File: src/rtl/cache_mem_arbiter.sv
// cache_mem_arbiter: shares one main-memory read port between the I- and
// D-cache fill FSMs, bursting 8 words per block with alternating tie-break.
module cache_mem_arbiter (
  input  logic        clk,
  input  logic        rst_n,
  input  logic        icache_req,
  input  logic [15:0] icache_addr,
  input  logic        dcache_req,
  input  logic [15:0] dcache_addr,
  input  logic        mem_data_valid,
  output logic        mem_enable,
  output logic [15:0] mem_addr,
  output logic        icache_grant,
  output logic        dcache_grant,
  output logic        icache_data_valid,
  output logic        dcache_data_valid,
  output logic [2:0]  fill_word,
  output logic        icache_done,
  output logic        dcache_done
);

  typedef enum logic [1:0] {
    IDLE,
    ISSUE,
    DRAIN,
    DONE
  } state_e;

  state_e      state_q, state_d;
  logic        owner_q, owner_d;
  logic        last_q, last_d;
  logic [11:0] base_q, base_d;
  logic [2:0]  iss_q, iss_d;
  logic [2:0]  rx_q, rx_d;
  logic        rx8_q, rx8_d;
  logic        gnt_i_q, gnt_i_d;
  logic        gnt_d_q, gnt_d_d;

  logic        active;
  logic        rx_ok;
  logic        got8;
  logic        pick_d;
  logic        addr_unused;

  assign addr_unused = ^{icache_addr[3:0], dcache_addr[3:0]};

  assign active = (state_q == ISSUE) || (state_q == DRAIN);
  assign rx_ok  = active && mem_data_valid && !rx8_q;
  assign got8   = rx8_q || (rx_ok && (rx_q == 3'd7));
  // on a tie the requester that did not own the last burst wins
  assign pick_d = dcache_req && (!icache_req || !last_q);

  always_comb begin
    state_d = state_q;
    owner_d = owner_q;
    last_d  = last_q;
    base_d  = base_q;
    iss_d   = iss_q;
    rx_d    = rx_q;
    rx8_d   = rx8_q;
    gnt_i_d = gnt_i_q;
    gnt_d_d = gnt_d_q;
    if (rx_ok) begin
      rx_d = rx_q + 3'd1;
      if (rx_q == 3'd7) rx8_d = 1'b1;
    end
    unique case (state_q)
      IDLE: begin
        if (icache_req || dcache_req) begin
          owner_d = pick_d;
          base_d  = pick_d ? dcache_addr[15:4]
                           : icache_addr[15:4];
          gnt_i_d = !pick_d;
          gnt_d_d = pick_d;
          iss_d   = 3'd0;
          rx_d    = 3'd0;
          rx8_d   = 1'b0;
          state_d = ISSUE;
        end
      end
      ISSUE: begin
        iss_d = iss_q + 3'd1;
        if (iss_q == 3'd7) state_d = got8 ? DONE : DRAIN;
      end
      DRAIN: begin
        if (got8) state_d = DONE;
      end
      DONE: begin
        last_d  = owner_q;
        iss_d   = 3'd0;
        rx_d    = 3'd0;
        rx8_d   = 1'b0;
        gnt_i_d = 1'b0;
        gnt_d_d = 1'b0;
        state_d = IDLE;
      end
      default: state_d = IDLE;
    endcase
  end

  always_ff @(posedge clk or negedge rst_n) begin
    if (!rst_n) begin
      state_q <= IDLE;
      owner_q <= 1'b0;
      last_q  <= 1'b0;
      base_q  <= 12'h000;
      iss_q   <= 3'd0;
      rx_q    <= 3'd0;
      rx8_q   <= 1'b0;
      gnt_i_q <= 1'b0;
      gnt_d_q <= 1'b0;
    end else begin
      state_q <= state_d;
      owner_q <= owner_d;
      last_q  <= last_d;
      base_q  <= base_d;
      iss_q   <= iss_d;
      rx_q    <= rx_d;
      rx8_q   <= rx8_d;
      gnt_i_q <= gnt_i_d;
      gnt_d_q <= gnt_d_d;
    end
  end

  assign mem_enable        = (state_q == ISSUE);
  assign mem_addr          = mem_enable ? {base_q, iss_q, 1'b0}
                                        : 16'h0000;
  assign icache_grant      = gnt_i_q;
  assign dcache_grant      = gnt_d_q;
  assign icache_data_valid = rx_ok && !owner_q;
  assign dcache_data_valid = rx_ok && owner_q;
  assign fill_word         = active ? rx_q : 3'd0;
  assign icache_done       = (state_q == DONE) && !owner_q;
  assign dcache_done       = (state_q == DONE) && owner_q;

endmodule

File: config.mk
export PLATFORM = sky130hd
export DESIGN_NAME = cache_mem_arbiter
export DESIGN_NICKNAME = d
export VERILOG_FILES = /design/src/rtl/cache_mem_arbiter.sv
export SDC_FILE = /design/constraint.sdc
export NUM_CORES = 1
export LEC_CHECK = 0
export ABC_AREA = 1
export CAP_MARGIN = 20
export CORE_ASPECT_RATIO = 0.8
export CORE_MARGIN = 3
export CORE_UTILIZATION = 42
export CTS_CLUSTER_DIAMETER = 120
export DETAILED_ROUTE_END_ITERATION = 6
export GPL_ROUTABILITY_DRIVEN = 0
export PLACE_DENSITY = 0.89
export SLEW_MARGIN = 20
export SYNTH_ARGS = -nofsm -noshare
export SYNTH_HDL_FRONTEND = slang
export SYNTH_SLANG_ARGS = --single-unit
File: constraint.sdc
create_clock -name clk -period 1.9 [get_ports clk]
set_input_delay 0.38 -clock clk [delete_from_list [all_inputs] [get_ports clk]]
set_output_delay 0.38 -clock clk [all_outputs]
set_load 0.005 [all_outputs]
# ---- After elaboration in Yosys (flattened, before gate mapping)
# Cells that the tools add are included.
dict set report totals {
  reg_bits 25
  in_bits 37
  output_inout_bits 26
}
dict set report classes {
  n_addsub 2
  n_eq_ne 8
  n_mux 21
  reduce_logical 24
}
# op count
set op_table {}
lappend op_table {{16-bit 2-to-1 mux} 1}
lappend op_table {{12-bit 2-to-1 mux} 1}
lappend op_table {{3-bit 2-to-1 mux} 4}
lappend op_table {{3-bit case mux with 3 select lines} 1}
lappend op_table {{1-bit logical AND} 8}
lappend op_table {{2-bit case mux with 4 select lines} 1}
lappend op_table {{3-bit by 1-bit adder with 3-bit output, second input constant} 2}
lappend op_table {{3-bit equality test, second input constant} 2}
lappend op_table {{1-bit 2-to-1 mux} 6}
lappend op_table {{2-bit 2-to-1 mux} 3}
lappend op_table {{1-bit case mux with 2 select lines} 3}
lappend op_table {{3-bit case mux with 2 select lines} 1}
lappend op_table {{2-bit AND reduction} 3}
lappend op_table {{1-bit logical NOT} 5}
lappend op_table {{2-bit equality test, second input constant} 2}
lappend op_table {{1-bit logical OR} 4}
lappend op_table {{2-bit != test, second input constant} 2}
lappend op_table {{3-bit AND reduction} 1}
lappend op_table {{3-bit nonzero test} 1}
lappend op_table {{2-bit by 1-bit equality test with 1-bit output, second input constant} 1}
lappend op_table {{2-bit logical NOT} 1}
lappend op_table {{2-bit by 1-bit != test with 1-bit output, second input constant} 1}
lappend op_table {{2-bit nonzero test} 1}

# ---- Longest topological paths before layout
dict set report depth {
  depth_word 9
  mapped_depth 9
}

# ---- Worst setup path before layout
# No wires, ideal clock.
dict set report synth_path {
  kind {flip-flop to output port}
  from {register state_q[1]}
  to {output port mem_addr[10]}
  arrival_ps 1181
  slack_ps 339
  stages_incl_launch_ff 7
  n_path_buf 2
  cell_sequence {dfrtp_1 -> inv_1 -> ha_1 -> buf_2 -> buf_2 -> nand2_1 -> inv_1}
}
dict set report synth_between {
  elab_chain_cells 2
}
# item line_no
set synth_lines {}
lappend synth_lines {{start: declaration} 29} ;# state_e state_q, state_d;
lappend synth_lines {{start signal: assignment} 113} ;# state_q <= state_d;
lappend synth_lines {{2-bit by 1-bit equality test with 1-bit output} 125} ;# assign mem_enable = (state_q == ISSUE);
lappend synth_lines {{net mem_enable} 11} ;# output logic mem_enable,
lappend synth_lines {{16-bit 2-to-1 mux} 126} ;# assign mem_addr = mem_enable ? {base_q, iss_q, 1'b0}
lappend synth_lines {{end: declaration} 12} ;# output logic [15:0] mem_addr,
# The timed path passes the listed nets, and every way through them passes these cells.

# ---- Worst setup path in the final report
dict set report layout_path {
  from {register state_q[0]}
  to {output port mem_addr[9]}
}
dict set report layout_between {
  elab_chain_cells 2
}
# item line_no
set layout_lines {}
lappend layout_lines {{2-bit by 1-bit equality test with 1-bit output} 125}
lappend layout_lines {{16-bit 2-to-1 mux} 126}
# Every way passes these cells.

==> summary.md <==
| Metric | Value |
|---|---|
| CP Max Fanout | `15` |
| Finished Cell Area | `2220 sq um` |
| Storage cell area | `626 sq um` |
| YS warnings | `0` |
| Leak | `1.23 nW` |
| Remaining Overflow, GRT | `0` |
| Synth Area in Compound Gates | `12.1%` |
| Worst-skew pair later-pin latency | `~0.27 ns` |
| Residual DRC | `0` |
| Depth of the CTS H-tree | `1` |
| Layout cells sized above 1 | `15.0%` |
| Post-Syn Area | `1480 sq um` |
| Req. time, crit path | `1.52 ns` |
| Final Setup Violations | `0` |
| Cell Pwr Density | `1380 nW/um^2` |
| Max Slew Vio Count | `0` |
| Initial antenna violation count | `0` |
| Top-level I/O count | `between 60 and 70` |
| Multi-input gate area | `721 sq um` |
| Syn Nets | `around 240` |
| VDD IR-drop max | `0.799 mV` |
| Simple-Gate Fraction of Synth Area | `24.1%` |
| Status | `finished, final reports clean` |
| CTS Sinks | `25` |
| Setup crit start | `state_q[0]` |
| Inserted Diodes | `0` |
| Post-synthesis xor/xnor area fraction | `less than 1%` |
| Startpoint Class | `flop` |
| Via-per-instance ratio | `4.74` |
| Register area share after synthesis | `a little over two fifths` |
| Post-synth top flop | `dfrtp_1` |
| Total GRT Usage | `18.7%` |
| Period utilization | `between 90% and 100%` |
| Clock Skews | `0.00238 ns` |
| Final hold violation count | `0` |
| Min cycle time layout | `1.84 ns` |
| Clk slew on worst S/H paths | `0.08 ns` |
| DP Area | `roughly 2100 sq um` |
| Die width | `about 72 microns` |
| # Max-Cap Violations | `0` |
| Gate Count Post-Synth | `197` |
| Starting Density | `46.0%` |
| # fillers | `around 260` |
| Vias in the first global route | `1,490` |
| P&R area growth vs syn | `49.8%` |
| Pin count of the biggest net entering global routing | `26` |
| FMAX | `542 MHz` |
| R2R Path Start | `state_q[0]` |
| EDFF count, synth | `0` |
| Hold_buf cts | `0` |
| Port Buf Inserts | `53` |
| Die Y | `59.1 microns` |
| Row Count | `18` |
| Worst Hold Class | `input pin to asynchronous set/reset pin` |
| First-pass GRT wire length | `between 6 and 7 mm` |
| Core ar. | `3220 sq um` |
| CTS tree | `built` |
| Unique cell type count in the Yosys netlist | `23` |
| Die ar. | `4280 sq um` |
| Kind of critical path | `flop to output port` |
| Drt wl/cell | `12.4 microns` |
| DRT iter0 DRCs | `105` |
| Post-DP HPWL | `2.72 mm` |
| CP Data Arrival Time | `around 1.5 ns` |
| Drt first pass iters | `4` |
| CTS buffer count | `3` |
| Adder-Cell Fraction of Synth Area | `7.61%` |
| Util after Layout | `68.8%` |
| Yosys reg bits | `25` |
| Post-synth ARST share | `100%` |
| Vias | `about 1,400` |
| Clock buffer depth | `2` |
| Largest family of logic cells by synthesized area | `simple AND/OR/NAND/NOR gates` |
| Final ANT Viol Nets | `0` |
| Post-layout net count | `307` |
| CP Capture Type | `output port` |
| Post-Route WL | `3.72 mm` |
| Multiplexer share of the synthesized area | `0%` |
| Root Driver | `clkbuf_8` |
| RSZ-0062 raised after global routing | `yes` |
| Post-Syn Area per Cell | `7.51 sq um` |
## synth_stat cells, types with 2 or more instances
cell     instances  area (sq um)
nand2_1         47           176
inv_1           31           116
dfrtp_1         25           626
nor2_1          24          90.1
o21ai_0         17          85.1
o21ai_1         12          60.1
ha_1             9           113
nand3_1          7          35.0
buf_2            4          20.0
buf_6            3          33.8
inv_2            3          11.3
nand2_4          2          22.5
nor2_2           2          12.5
nor3_1           2          10.0
## flip-flops by register name, summed over array words and instances, names as in the netlist
signal and cells:
last_q 1, rx8_q 1, base_q 12, dcache_grant 1, owner_q 1, rx_q 3, iss_q 3, icache_grant 1
state_q 2
## metal layers
layer,up-vias,track usage [%],part of all wire [%]
li1,727,-,-
met1,655,22.7,43
met2,37,34.1,51
met3,2,4.92,5.8
met4,0,2.89,0.30
met5,-,0,0
## layout make-up
| class | count | area share [%] |
|---|---|---|
| repair buffers | 67 | 29.0 |
| flip-flops and latches | 25 | 28.2 |
| clock buffers | 4 | 2.03 |
| well taps | 40 | 2.26 |
| multi-input cells | 129 | 32.5 |
| inverters | 35 | 5.98 |
## per-stage QoR
stage	hold WS (ns)	power [mW]	std cells	setup TNS, ns	setup slack, ns
floorplan	0.0844	1.83	197	0	0.339
global placement	0.468	2.54	293	-0.238	-0.120
detailed placement	0.478	2.61	293	-0.266	-0.142
CTS	0.478	2.98	299	0	0.00693
global route	0.493	3.34	300	-0.00504	-0.00426
finish	0.465	3.06	300	0	0.0559
## kinds of logic after synthesis
group           Yosys count
simple gates             85
buf+inv                  43
flops                    25
compound gates           33
other cells               1
xor+xnor                  1
fa+ha+maj                 9
## critical path, cell delays in order, from the launching register on
cell and delay (ns):
dfrtp_1 0.41, buf_6 0.14, ha_4 0.16, buf_12 0.14
nand2_1 0.06, inv_1 0.03, dlygate4sd2_1 0.25
## final timing paths
| path | endpoint | slack [ns] | cells past startpoint |
|---|---|---|---|
| worst max-delay path | mem_addr[9] | 0.06 | 6 |
| worst min-delay path | base_q[6] | 0.47 | 2 |
| worst max register to register | state_q[0] | 0.11 | 10 |
| worst min register to register | base_q[4] | 0.50 | 2 |
| max in group asynchronous | rx8_q | 1.19 | 2 |
| min in group clk | base_q[4] | 0.50 | 2 |
## report_power, final
group	switching, mW	internal [mW]
clock network	0.166	0.150
registers	0.146	0.765
logic	0.932	0.905
total	1.24	1.82
## layout by cell type (no fill, tap or decap), types with 2 or more instances in the layout
cell type	instances
clkbuf_8	3
nor2_1	22
buf_6	2
clkdlybuf4s15_1	13
clkdlybuf4s50_1	30
nand2_1	43
inv_2	5
ha_4	3
nand2_4	2
inv_1	29
dfrtp_1	25
dlygate4sd2_1	10
nand2_2	4
nor3_1	2
o21ai_1	12
ha_1	6
nand3_1	7
nor2_2	4
buf_4	11
o21ai_0	17
## what timing repair did
| item | CTS | global route |
|---|---|---|
| pin swaps | 1 | 1 |
| buffers inserted | 2 | 1 |
| resized for setup | 32 | 20 |
| setup endpoints to repair | 23 | 15 |
No activity file was read; power rests on OpenSTA's default activity.
